### src/rtl/passcode_lock_ctrl_if.sv
// Keypad-side bundle for passcode_lock_ctrl: strobes in from the keypad, lock status out.
// Handshake: digit_valid, enter, clear and lock are single-cycle strobes with no ready/back-pressure; the controller samples every asserted strobe on the rising clk edge.
interface passcode_lock_ctrl_if #(
  parameter int DIGIT_W  = 4,
  parameter int CODE_LEN = 8
);
  localparam int CODE_W = DIGIT_W * CODE_LEN;
  localparam int CNT_W  = $clog2(CODE_LEN + 1);

  logic               digit_valid;
  logic [DIGIT_W-1:0] digit;
  logic               enter;
  logic               clear;
  logic               lock;
  logic               new_code;
  logic               unlocked;
  logic               perm_locked;
  logic               err;
  logic [CODE_W-1:0]  entry_buf;
  logic [CNT_W-1:0]   entry_cnt;
  logic [3:0]         fail_cnt;
  logic [2:0]         state_out;

  modport master (
    output digit_valid, digit, enter, clear, lock, new_code,
    input  unlocked, perm_locked, err, entry_buf, entry_cnt, fail_cnt, state_out
  );

  modport slave (
    input  digit_valid, digit, enter, clear, lock, new_code,
    output unlocked, perm_locked, err, entry_buf, entry_cnt, fail_cnt, state_out
  );
endinterface

### src/rtl/passcode_lock_ctrl.sv
// Passcode lock: digit entry buffer, code check with failure counting and permanent lockout,
// optional idle auto-relock and a two-entry code change sequence.
module passcode_lock_ctrl #(
  parameter int                           DIGIT_W      = 4,
  parameter int                           CODE_LEN     = 8,
  parameter int                           MAX_FAILS    = 3,
  parameter int                           RELOCK_CYC   = 0,
  parameter logic [DIGIT_W*CODE_LEN-1:0]  DEFAULT_CODE = 32'h12345678
) (
  input logic                clk,
  input logic                reset,
  passcode_lock_ctrl_if.slave bus
);
  localparam int CODE_W = DIGIT_W * CODE_LEN;
  localparam int CNT_W  = $clog2(CODE_LEN + 1);
  localparam int IDLE_W = (RELOCK_CYC > 1) ? $clog2(RELOCK_CYC) : 1;
  localparam logic [CNT_W-1:0]  CNT_FULL  = CNT_W'(CODE_LEN);
  localparam logic [3:0]        MAX_F     = 4'(MAX_FAILS);
  localparam logic [IDLE_W-1:0] IDLE_LAST = IDLE_W'((RELOCK_CYC > 0) ? RELOCK_CYC - 1 : 0);

  typedef enum logic [2:0] {
    ST_ENTRY    = 3'd0,
    ST_CHECK    = 3'd1,
    ST_UNLOCKED = 3'd2,
    ST_NEW1     = 3'd3,
    ST_NEW2     = 3'd4,
    ST_PERMLOCK = 3'd5
  } state_t;

  state_t             state;
  logic [CODE_W-1:0]  entry_buf;
  logic [CNT_W-1:0]   entry_cnt;
  logic [CODE_W-1:0]  stored_code;
  logic [CODE_W-1:0]  candidate;
  logic [3:0]         fail_cnt;
  logic [IDLE_W-1:0]  idle_cnt;
  logic               err;
  logic               full;

  assign full = (entry_cnt == CNT_FULL);

  always_ff @(posedge clk) begin
    if (reset) begin
      state       <= ST_ENTRY;
      entry_buf   <= '0;
      entry_cnt   <= '0;
      stored_code <= DEFAULT_CODE;
      candidate   <= '0;
      fail_cnt    <= '0;
      idle_cnt    <= '0;
      err         <= 1'b0;
    end else begin
      err <= 1'b0;
      if (state != ST_UNLOCKED) idle_cnt <= '0;
      case (state)
        ST_ENTRY: begin
          // lock here aborts a partial entry
          if (bus.lock || bus.clear) begin
            entry_buf <= '0;
            entry_cnt <= '0;
          end else if (bus.enter) begin
            if (full) begin
              state <= ST_CHECK;
            end else begin
              err       <= 1'b1;
              entry_buf <= '0;
              entry_cnt <= '0;
            end
          end else if (bus.digit_valid && !full) begin
            entry_buf <= {entry_buf[CODE_W-DIGIT_W-1:0], bus.digit};
            entry_cnt <= entry_cnt + 1'b1;
          end
        end
        ST_CHECK: begin
          // buffer is wiped either way so the accepted code is not left on entry_buf
          entry_buf <= '0;
          entry_cnt <= '0;
          if (entry_buf == stored_code) begin
            fail_cnt <= '0;
            state    <= ST_UNLOCKED;
          end else begin
            err <= 1'b1;
            if (fail_cnt >= MAX_F - 4'd1) begin
              fail_cnt <= MAX_F;
              state    <= ST_PERMLOCK;
            end else begin
              fail_cnt <= fail_cnt + 4'd1;
              state    <= ST_ENTRY;
            end
          end
        end
        ST_UNLOCKED: begin
          if (bus.lock) begin
            entry_buf <= '0;
            entry_cnt <= '0;
            state     <= ST_ENTRY;
          end else if (bus.new_code) begin
            entry_buf <= '0;
            entry_cnt <= '0;
            state     <= ST_NEW1;
          end else if (bus.clear || bus.enter || bus.digit_valid) begin
            idle_cnt <= '0;
            if (bus.clear) begin
              entry_buf <= '0;
              entry_cnt <= '0;
            end
          end else if (RELOCK_CYC != 0 && idle_cnt == IDLE_LAST) begin
            entry_buf <= '0;
            entry_cnt <= '0;
            state     <= ST_ENTRY;
          end else if (RELOCK_CYC != 0) begin
            idle_cnt <= idle_cnt + 1'b1;
          end
        end
        ST_NEW1, ST_NEW2: begin
          if (bus.lock) begin
            entry_buf <= '0;
            entry_cnt <= '0;
            state     <= ST_ENTRY;
          end else if (bus.clear) begin
            entry_buf <= '0;
            entry_cnt <= '0;
          end else if (bus.enter) begin
            entry_buf <= '0;
            entry_cnt <= '0;
            if (state == ST_NEW1) begin
              if (full) begin
                candidate <= entry_buf;
                state     <= ST_NEW2;
              end else begin
                err <= 1'b1;
              end
            end else begin
              // a failed confirmation keeps the old code but still returns to UNLOCKED
              if (full && entry_buf == candidate) stored_code <= entry_buf;
              else err <= 1'b1;
              state <= ST_UNLOCKED;
            end
          end else if (bus.digit_valid && !full) begin
            entry_buf <= {entry_buf[CODE_W-DIGIT_W-1:0], bus.digit};
            entry_cnt <= entry_cnt + 1'b1;
          end
        end
        ST_PERMLOCK: begin
        end
        default: state <= ST_ENTRY;
      endcase
    end
  end

  assign bus.unlocked    = (state == ST_UNLOCKED) || (state == ST_NEW1) || (state == ST_NEW2);
  assign bus.perm_locked = (state == ST_PERMLOCK);
  assign bus.err         = err;
  assign bus.entry_buf   = entry_buf;
  assign bus.entry_cnt   = entry_cnt;
  assign bus.fail_cnt    = fail_cnt;
  assign bus.state_out   = state;
endmodule

### src/flat_wrapper.sv
// flat-port wrapper written by rule: the top's interface ports become plain ports
module passcode_lock_ctrl_flat 
#(
  parameter int                           DIGIT_W      = 4,
  parameter int                           CODE_LEN     = 8,
  parameter int                           MAX_FAILS    = 3,
  parameter int                           RELOCK_CYC   = 0,
  parameter logic [DIGIT_W*CODE_LEN-1:0]  DEFAULT_CODE = 32'h12345678
)
  (clk, reset, bus_digit_valid, bus_digit, bus_enter, bus_clear, bus_lock, bus_new_code, bus_unlocked, bus_perm_locked, bus_err, bus_entry_buf, bus_entry_cnt, bus_fail_cnt, bus_state_out);
  passcode_lock_ctrl_if #(.DIGIT_W(DIGIT_W), .CODE_LEN(CODE_LEN)) bus_i ();
  input logic clk;
  input logic reset;
  input wire logic [$bits(bus_i.digit_valid)-1:0] bus_digit_valid;
  input wire logic [$bits(bus_i.digit)-1:0] bus_digit;
  input wire logic [$bits(bus_i.enter)-1:0] bus_enter;
  input wire logic [$bits(bus_i.clear)-1:0] bus_clear;
  input wire logic [$bits(bus_i.lock)-1:0] bus_lock;
  input wire logic [$bits(bus_i.new_code)-1:0] bus_new_code;
  output wire logic [$bits(bus_i.unlocked)-1:0] bus_unlocked;
  output wire logic [$bits(bus_i.perm_locked)-1:0] bus_perm_locked;
  output wire logic [$bits(bus_i.err)-1:0] bus_err;
  output wire logic [$bits(bus_i.entry_buf)-1:0] bus_entry_buf;
  output wire logic [$bits(bus_i.entry_cnt)-1:0] bus_entry_cnt;
  output wire logic [$bits(bus_i.fail_cnt)-1:0] bus_fail_cnt;
  output wire logic [$bits(bus_i.state_out)-1:0] bus_state_out;
  assign bus_i.digit_valid = bus_digit_valid;
  assign bus_i.digit = bus_digit;
  assign bus_i.enter = bus_enter;
  assign bus_i.clear = bus_clear;
  assign bus_i.lock = bus_lock;
  assign bus_i.new_code = bus_new_code;
  assign bus_unlocked = bus_i.unlocked;
  assign bus_perm_locked = bus_i.perm_locked;
  assign bus_err = bus_i.err;
  assign bus_entry_buf = bus_i.entry_buf;
  assign bus_entry_cnt = bus_i.entry_cnt;
  assign bus_fail_cnt = bus_i.fail_cnt;
  assign bus_state_out = bus_i.state_out;
  passcode_lock_ctrl #(.DIGIT_W(DIGIT_W), .CODE_LEN(CODE_LEN), .MAX_FAILS(MAX_FAILS), .RELOCK_CYC(RELOCK_CYC), .DEFAULT_CODE(DEFAULT_CODE)) u_core (.clk(clk), .reset(reset), .bus(bus_i));
endmodule
### config.mk
export PLATFORM = sky130hd
export DESIGN_NAME = passcode_lock_ctrl_flat
export DESIGN_NICKNAME = d
export VERILOG_FILES = /design/src/rtl/passcode_lock_ctrl_if.sv /design/src/rtl/passcode_lock_ctrl.sv /design/src/flat_wrapper.sv
export SDC_FILE = /design/constraint.sdc
export NUM_CORES = 1
export LEC_CHECK = 0
export ABC_AREA = 1
export CAP_MARGIN = 20
export CORE_MARGIN = 10
export CORE_UTILIZATION = 45
export DETAILED_ROUTE_END_ITERATION = 16
export GPL_TIMING_DRIVEN = 1
export PLACE_DENSITY = 0.78
export RECOVER_POWER = 100
export REMOVE_ABC_BUFFERS = 1
export SETUP_SLACK_MARGIN = 0.4
export SYNTH_ARGS = -nofsm -noshare
export SYNTH_HDL_FRONTEND = slang
export SYNTH_SLANG_ARGS = --single-unit
### constraint.sdc
create_clock -name clk -period 2.3 [get_ports clk]
set_input_delay 0.23 -clock clk [delete_from_list [all_inputs] [get_ports clk]]
set_output_delay 0.23 -clock clk [all_outputs]
set_load 0.02 [all_outputs]
# Word-level counts from Yosys, hierarchy flattened
# Index checks and enable logic that the tools add are counted.
dict set report totals {
  ff_bits 108
  inputBits 11
  output_inout_bits 46
  word_cells 96
}
dict set report op_classes {
  n_addsub 2
  n_lt_le_gt_ge 1
  eq_ne 18
  muxes 49
  bitwise_logic 4
  n_reduce_logical 15
}
# cell count
set op_table {}
lappend op_table {{$mux W32} 11}
lappend op_table {{$pmux W32 S4} 1}
lappend op_table {{$eq A32 B32 Y1} 2}
lappend op_table {{$mux W4} 13}
lappend op_table {{$mux W3} 12}
lappend op_table {{$pmux W4 S4} 1}
lappend op_table {{$pmux W3 S5} 1}
lappend op_table {{$reduce_and A6 Y1} 2}
lappend op_table {{$mux W1} 9}
lappend op_table {{$ne A3 B3 Y1 const B} 3}
lappend op_table {{$add A4 B1 Y4 const B} 2}
lappend op_table {{$ne A4 B3 Y1 const B} 2}
lappend op_table {{$ne A4 B4 Y1 const B} 2}
lappend op_table {{$reduce_and A8 Y1} 1}
lappend op_table {{$eq A3 B2 Y1 const B} 2}
lappend op_table {{$eq A3 B3 Y1 const B} 2}
lappend op_table {{$logic_or A1 B1 Y1} 5}
lappend op_table {{$eq A4 B4 Y1 const B} 1}
lappend op_table {{$ge A4 B2 Y1 const B} 1}
lappend op_table {{$ne A2 B2 Y1 const B} 2}
lappend op_table {{$not A1 Y1} 4}
lappend op_table {{$reduce_and A4 Y1} 1}
lappend op_table {{$reduce_bool A4 Y1} 1}
lappend op_table {{$eq A3 B1 Y1 const B} 1}
lappend op_table {{other kinds (6)} 7}

# Longest topological paths before layout
dict set report logic_depth {
  word_depth 8
  ltp_mapped 12
  ltp_nobuf 12
}

# Least setup slack after synthesis
# Ideal clock, no wire load.
dict set report synth_path {
  path_type {reg-to-reg}
  startpoint {register u_core.entry_cnt[0] (netlist: u_core.bus.entry_cnt[0])}
  endpoint {register u_core.candidate[30]}
  setup_time_ns 0.070
  arrival_ns 1.824
  required_ns 2.230
  slack_ns 0.406
  path_stages_with_launch 13
  path_buffers 2
  synth_period_minus_slack_ns 1.894
  path_cell_list {dfxtp_1 inv_1 ha_1 nand2_1 nor2_1 inv_1 nor2_1 nand2_1 inv_1 buf_2 buf_2 o21ai_0 a21oi_1}
}
dict set report synth_between {
  elab_chain_cells 2
}
# item line_no
set synth_rtl {}
lappend synth_rtl {{from (decl)} passcode_lock_ctrl.sv:32} ;# logic [CNT_W-1:0] entry_cnt;
lappend synth_rtl {{from (signal assigned)} passcode_lock_ctrl.sv:71} ;# entry_cnt <= entry_cnt + 1'b1;
lappend synth_rtl {{from (signal assigned)} passcode_lock_ctrl.sv:141} ;# entry_cnt <= entry_cnt + 1'b1;
lappend synth_rtl {{$eq A4 B4 Y1} passcode_lock_ctrl.sv:40} ;# assign full = (entry_cnt == CNT_FULL);
lappend synth_rtl {{$reduce_and A6 Y1 (no line)} -}
lappend synth_rtl {{to (signal assigned)} passcode_lock_ctrl.sv:128} ;# candidate <= entry_buf;
lappend synth_rtl {{to (decl)} passcode_lock_ctrl.sv:34} ;# logic [CODE_W-1:0] candidate;
# Every way passes these cells.
# A chain may end at the register's enable or synchronous reset.

# Worst setup path after layout
dict set report layout_path {
  startpoint {register u_core.entry_cnt[0] (netlist: u_core.bus.entry_cnt[0])}
  endpoint {register u_core.entry_buf[18] (netlist: u_core.bus.entry_buf[18])}
}
dict set report layout_between {
  elab_chain_cells 8
  elab_cells_between_ends 12
  classes_between {eq/ne: 2; mux: 7; reduce/logical: 3}
}
# item line_no
set layout_rtl {}
lappend layout_rtl {{$eq A4 B4 Y1 *} passcode_lock_ctrl.sv:40}
lappend layout_rtl {{$logic_not A1 Y1} {passcode_lock_ctrl.sv:69, passcode_lock_ctrl.sv:139}}
lappend layout_rtl {{$logic_and A1 B1 Y1} {passcode_lock_ctrl.sv:69, passcode_lock_ctrl.sv:139}}
lappend layout_rtl {{$mux W32 (4 in series)} -}
lappend layout_rtl {{$pmux W32 S4} -}
lappend layout_rtl {{to (signal assigned)} passcode_lock_ctrl.sv:70} ;# entry_buf <= {entry_buf[CODE_W-DIGIT_W-1:0], bus.digit};
lappend layout_rtl {{to (signal assigned)} passcode_lock_ctrl.sv:140} ;# entry_buf <= {entry_buf[CODE_W-DIGIT_W-1:0], bus.digit};
lappend layout_rtl {{to (decl)} passcode_lock_ctrl.sv:31} ;# logic [CODE_W-1:0] entry_buf;
# Every way passes the cells marked *; elsewhere a longest branch is shown, timed or not.

==> flow_summary.toml <==
[floorplanning]
io_pins = 57
die_area_um2 = 15900
start_util_pct = 46.2
fp-row-count = 38
core_um2 = 10900
fp.dieH_um = 126
dieWidth_um = 126

[job]
cap_viol_max_count = 0

[route]
via_per_inst = 5.67
wl_mm = 15.4
drc = 0
drt-pass1-iter-count = 5
ant_nets = 0
wire_per_inst_um = 17.2
num_vias = 5060
drtIter0Drc = 472

[finish]
final_nets = 763
seqCellArea_um2 = 2180
layoutNonFillerInstCount = 893
fillers = 983
drive_gt1_share_pct = 13.3
area_growth_pct = 29.3
diodes = 0
multi_input_area_um2 = 2590

[setup_path]
reg2regPathDepth = 13
startpoint_type = "flop"
worst-path-max-fanout = 9
worstSetupPathType = "reg2reg"
worst_path_dominant_cell_family = "buffers and inverters"
path_buf_inv = 5
regToRegSetupSlack_ns = 0.27
crit_top_cell = "nand3_1"
rr_startpoint = "u_core.bus.entry_cnt[0]$_SDFFE_PP0P_"
r2r_end = "u_core.bus.entry_buf[18]$_SDFFE_PP0P_"
worstPathRequired_ns = 2.58
path_cells = "inv_4 > ha_1 > nand2_1 > nor2_4 > buf_4 > nand3_1 > nand3_1 > inv_1 > a21oi_4 > buf_12 > clkbuf_16 > o21ai_1 > a21oi_1"
crit_slowest_cell = "dfxtp_1"
crit_path_end_kind = "flop"
arrival_ns = 2.30
slowest_delay_ns = 0.37

[clocking]
cts.sinks = 108
path_clk_slew_ns = 0.08
hold_buffers = 0
clockBufferDepth = 2
cts_root_buffer = "clkbuf_16"
cts_buffers = 9
insertion_delay_ns = 0.36
h-tree-depth = 3
cts_tree = "yes"

[timing]
rsz0062_at_grt = "true"
slew_violations = 0
fin_crit_ns = 2.03
relSlewSlack_pct = 49.6
setup_slack_ns = 0.273
finalCritPeriodShare_pct = 88.1
fin_skew_ns = 0.00895
max_freq_ghz = 0.493
worst_slew_pin_slew_ns = 0.755
final-hold-violation-count = 0
setup_violations = 0

[placed_design]
post-dp-hpwl_mm = 8.80
gp_congestion = 0.848
place_ws_ns = 0.234
io_buffer_count = 56
dp.cells = 859

[yosys]
ys_warn_count = 0
synth-seq-cells = 108
syn_avg_cell_area_um2 = 7.42
synthCells = 681
syn_area_um2 = 5050
yosysUniqueCellTypes = 30
ys_seq_area_share_pct = 42.8

[global_route]
grt_pass1_vias = 4630
gr-total-overflow = 0
gr-usage-all-layers_pct = 16.0
grt_first_pass_wirelength_mm = 22.0
grt_start_max_net_pins = 63
antenna_found_initial = 0

[min_path]
hold_class = "in2reg"
holdCritStartpoint = "bus_digit[2]"
hold_path_depth = 3
worstHoldEndpoint = "u_core.bus.entry_buf[2]$_SDFFE_PP0P_"

[power]
leakage_nw = 2.61
peakVddDrop_uv = 351
powerDensity_nw_per_um2 = 587
power_mw = 3.83

[status]
status = "finished clean"
[flip-flops by register name, indices dropped and copies added (netlist names)]
name / flops
u_core.stored_code: 32
u_core.candidate: 32
u_core.bus.entry_cnt: 4
u_core.bus.fail_cnt: 4
u_core.bus.err: 1
u_core.bus.state_out: 3
u_core.bus.entry_buf: 32
[final cells by class]
type / count / area share (%)
flip-flops and latches: 108 / 33.4
clock buffers: 9 / 3.45
repair buffers: 95 / 15.8
well taps: 140 / 2.68
inverters: 65 / 3.77
clock inverters: 7 / 1.25
multi-input cells: 469 / 39.7
[routing by layer]
layer / up-vias / part of all wire [%] / global-route usage [%]
li1: 2423 / - / -
met1: 2378 / 41 / 19.1
met2: 231 / 48 / 27.6
met3: 28 / 8.8 / 4.28
met4: 0 / 2.0 / 4.15
met5: - / 0 / 0
[placed cells by master (no fill, tap or decap), drive strengths merged]
cell           netlist  layout
nand2              118     118
dfxtp              108     108
a21oi               77      77
o21ai               68      68
inv                 64      67
nor2                48      48
dlygate4sd3          0      45
xnor2               42      42
nand4               41      41
buf                 19      30
nand3               29      29
a31oi               19      19
clkbuf              20      19
clkdlybuf4s50        0       9
nor3                 9       9
or2                  4       4
xor2                 4       4
ha                   4       4
clkinvlp             0       3
o211ai               2       2
clkinv               1       1
nor4                 1       1
o2111ai              1       1
o21bai               1       1
and3                 1       1
bufinv               0       1
dlygate4sd2          0       1
[cells by family after synthesis]
logic type      share of synthesized area, %
compound gates                          17.6
xor+xnor                                7.98
fa+ha+maj                              0.991
buf+inv                                 8.32
flops                                   42.8
simple gates                            22.3
[per-stage QoR]
stage	util [%]	hold WS [ns]	area, µm²	setup TNS (ns)
floorplan	-	0.299	4870	-22.88
global placement	53.2	0.455	5820	0
detailed placement	53.2	0.464	5820	0
CTS	56.2	0.476	6150	0
global route	59.7	0.476	6530	0
finish	59.7	0.463	6530	0
[cell usage after synthesis]
| library cell | count | share of area (%) |
|---|---|---|
| nand2_1 | 118 | 8.8 |
| dfxtp_1 | 108 | 43 |
| a21oi_1 | 76 | 7.5 |
| inv_1 | 60 | 4.5 |
| nor2_1 | 46 | 3.4 |
| xnor2_1 | 42 | 7.3 |
| nand4_1 | 41 | 5.1 |
| o21ai_0 | 38 | 3.8 |
| o21ai_1 | 30 | 3.0 |
| nand3_1 | 28 | 2.8 |
| clkbuf_1 | 20 | 1.5 |
| a31oi_1 | 19 | 2.4 |
| buf_2 | 15 | 1.5 |
| nor3_1 | 7 | 0.69 |
| ha_1 | 4 | 0.99 |
| inv_2 | 4 | 0.30 |
| or2_2 | 4 | 0.50 |
| xor2_1 | 4 | 0.69 |
| buf_4 | 3 | 0.45 |
| nor2_2 | 2 | 0.25 |
| nor3_2 | 2 | 0.40 |
| o211ai_1 | 2 | 0.30 |
| a21oi_4 | 1 | 0.32 |
| and3_1 | 1 | 0.12 |
| buf_1 | 1 | 0.074 |
| clkinv_1 | 1 | 0.074 |
| nand3_2 | 1 | 0.20 |
| nor4_1 | 1 | 0.12 |
| o2111ai_1 | 1 | 0.17 |
| o21bai_1 | 1 | 0.15 |
[worst reg2reg max path, delay by kind of cell (launching register included)]
kind | cells | cell delay, ns
buffers and inverters | 5 | 0.62
and+or+nand+nor | 4 | 0.42
AOI/OAI and AO/OA | 3 | 0.40
DFF | 1 | 0.37
adders and majority gates | 1 | 0.14
[power by group]
part	total [mW]	switching [mW]	internal, mW
sequential	1.91	0.0227	1.88
clock	1.61	0.748	0.860
combinational	0.320	0.203	0.118
[repair_timing]
action	CTS	global route
pin swaps	0	9
endpoints found under the setup margin	73	96
setup buffers	0	11
gates resized for setup	9	60
gates cloned	0	7
[how the worst max path moves through the flow]
stage	start	slack, ns	to	cells past startpoint
after global routing	u_core.bus.entry_cnt[0]$_SDFFE_PP0P_	0.16	u_core.bus.entry_buf[18]$_SDFFE_PP0P_	13
after floorplan	u_core.bus.entry_buf[10]$_SDFFE_PP0P_	-0.99	u_core.stored_code[10]$_SDFFE_PP1P_	7
after global placement	u_core.bus.entry_cnt[0]$_SDFFE_PP0P_	0.28	u_core.stored_code[12]$_SDFFE_PP1P_	12
after detailed placement	u_core.bus.entry_cnt[0]$_SDFFE_PP0P_	0.23	u_core.stored_code[4]$_SDFFE_PP1P_	12
after CTS	u_core.bus.entry_cnt[0]$_SDFFE_PP0P_	0.39	u_core.stored_code[4]$_SDFFE_PP1P_	12
final	u_core.bus.entry_cnt[0]$_SDFFE_PP0P_	0.27	u_core.bus.entry_buf[18]$_SDFFE_PP0P_	13
Power figures use the tool's default switching activity.
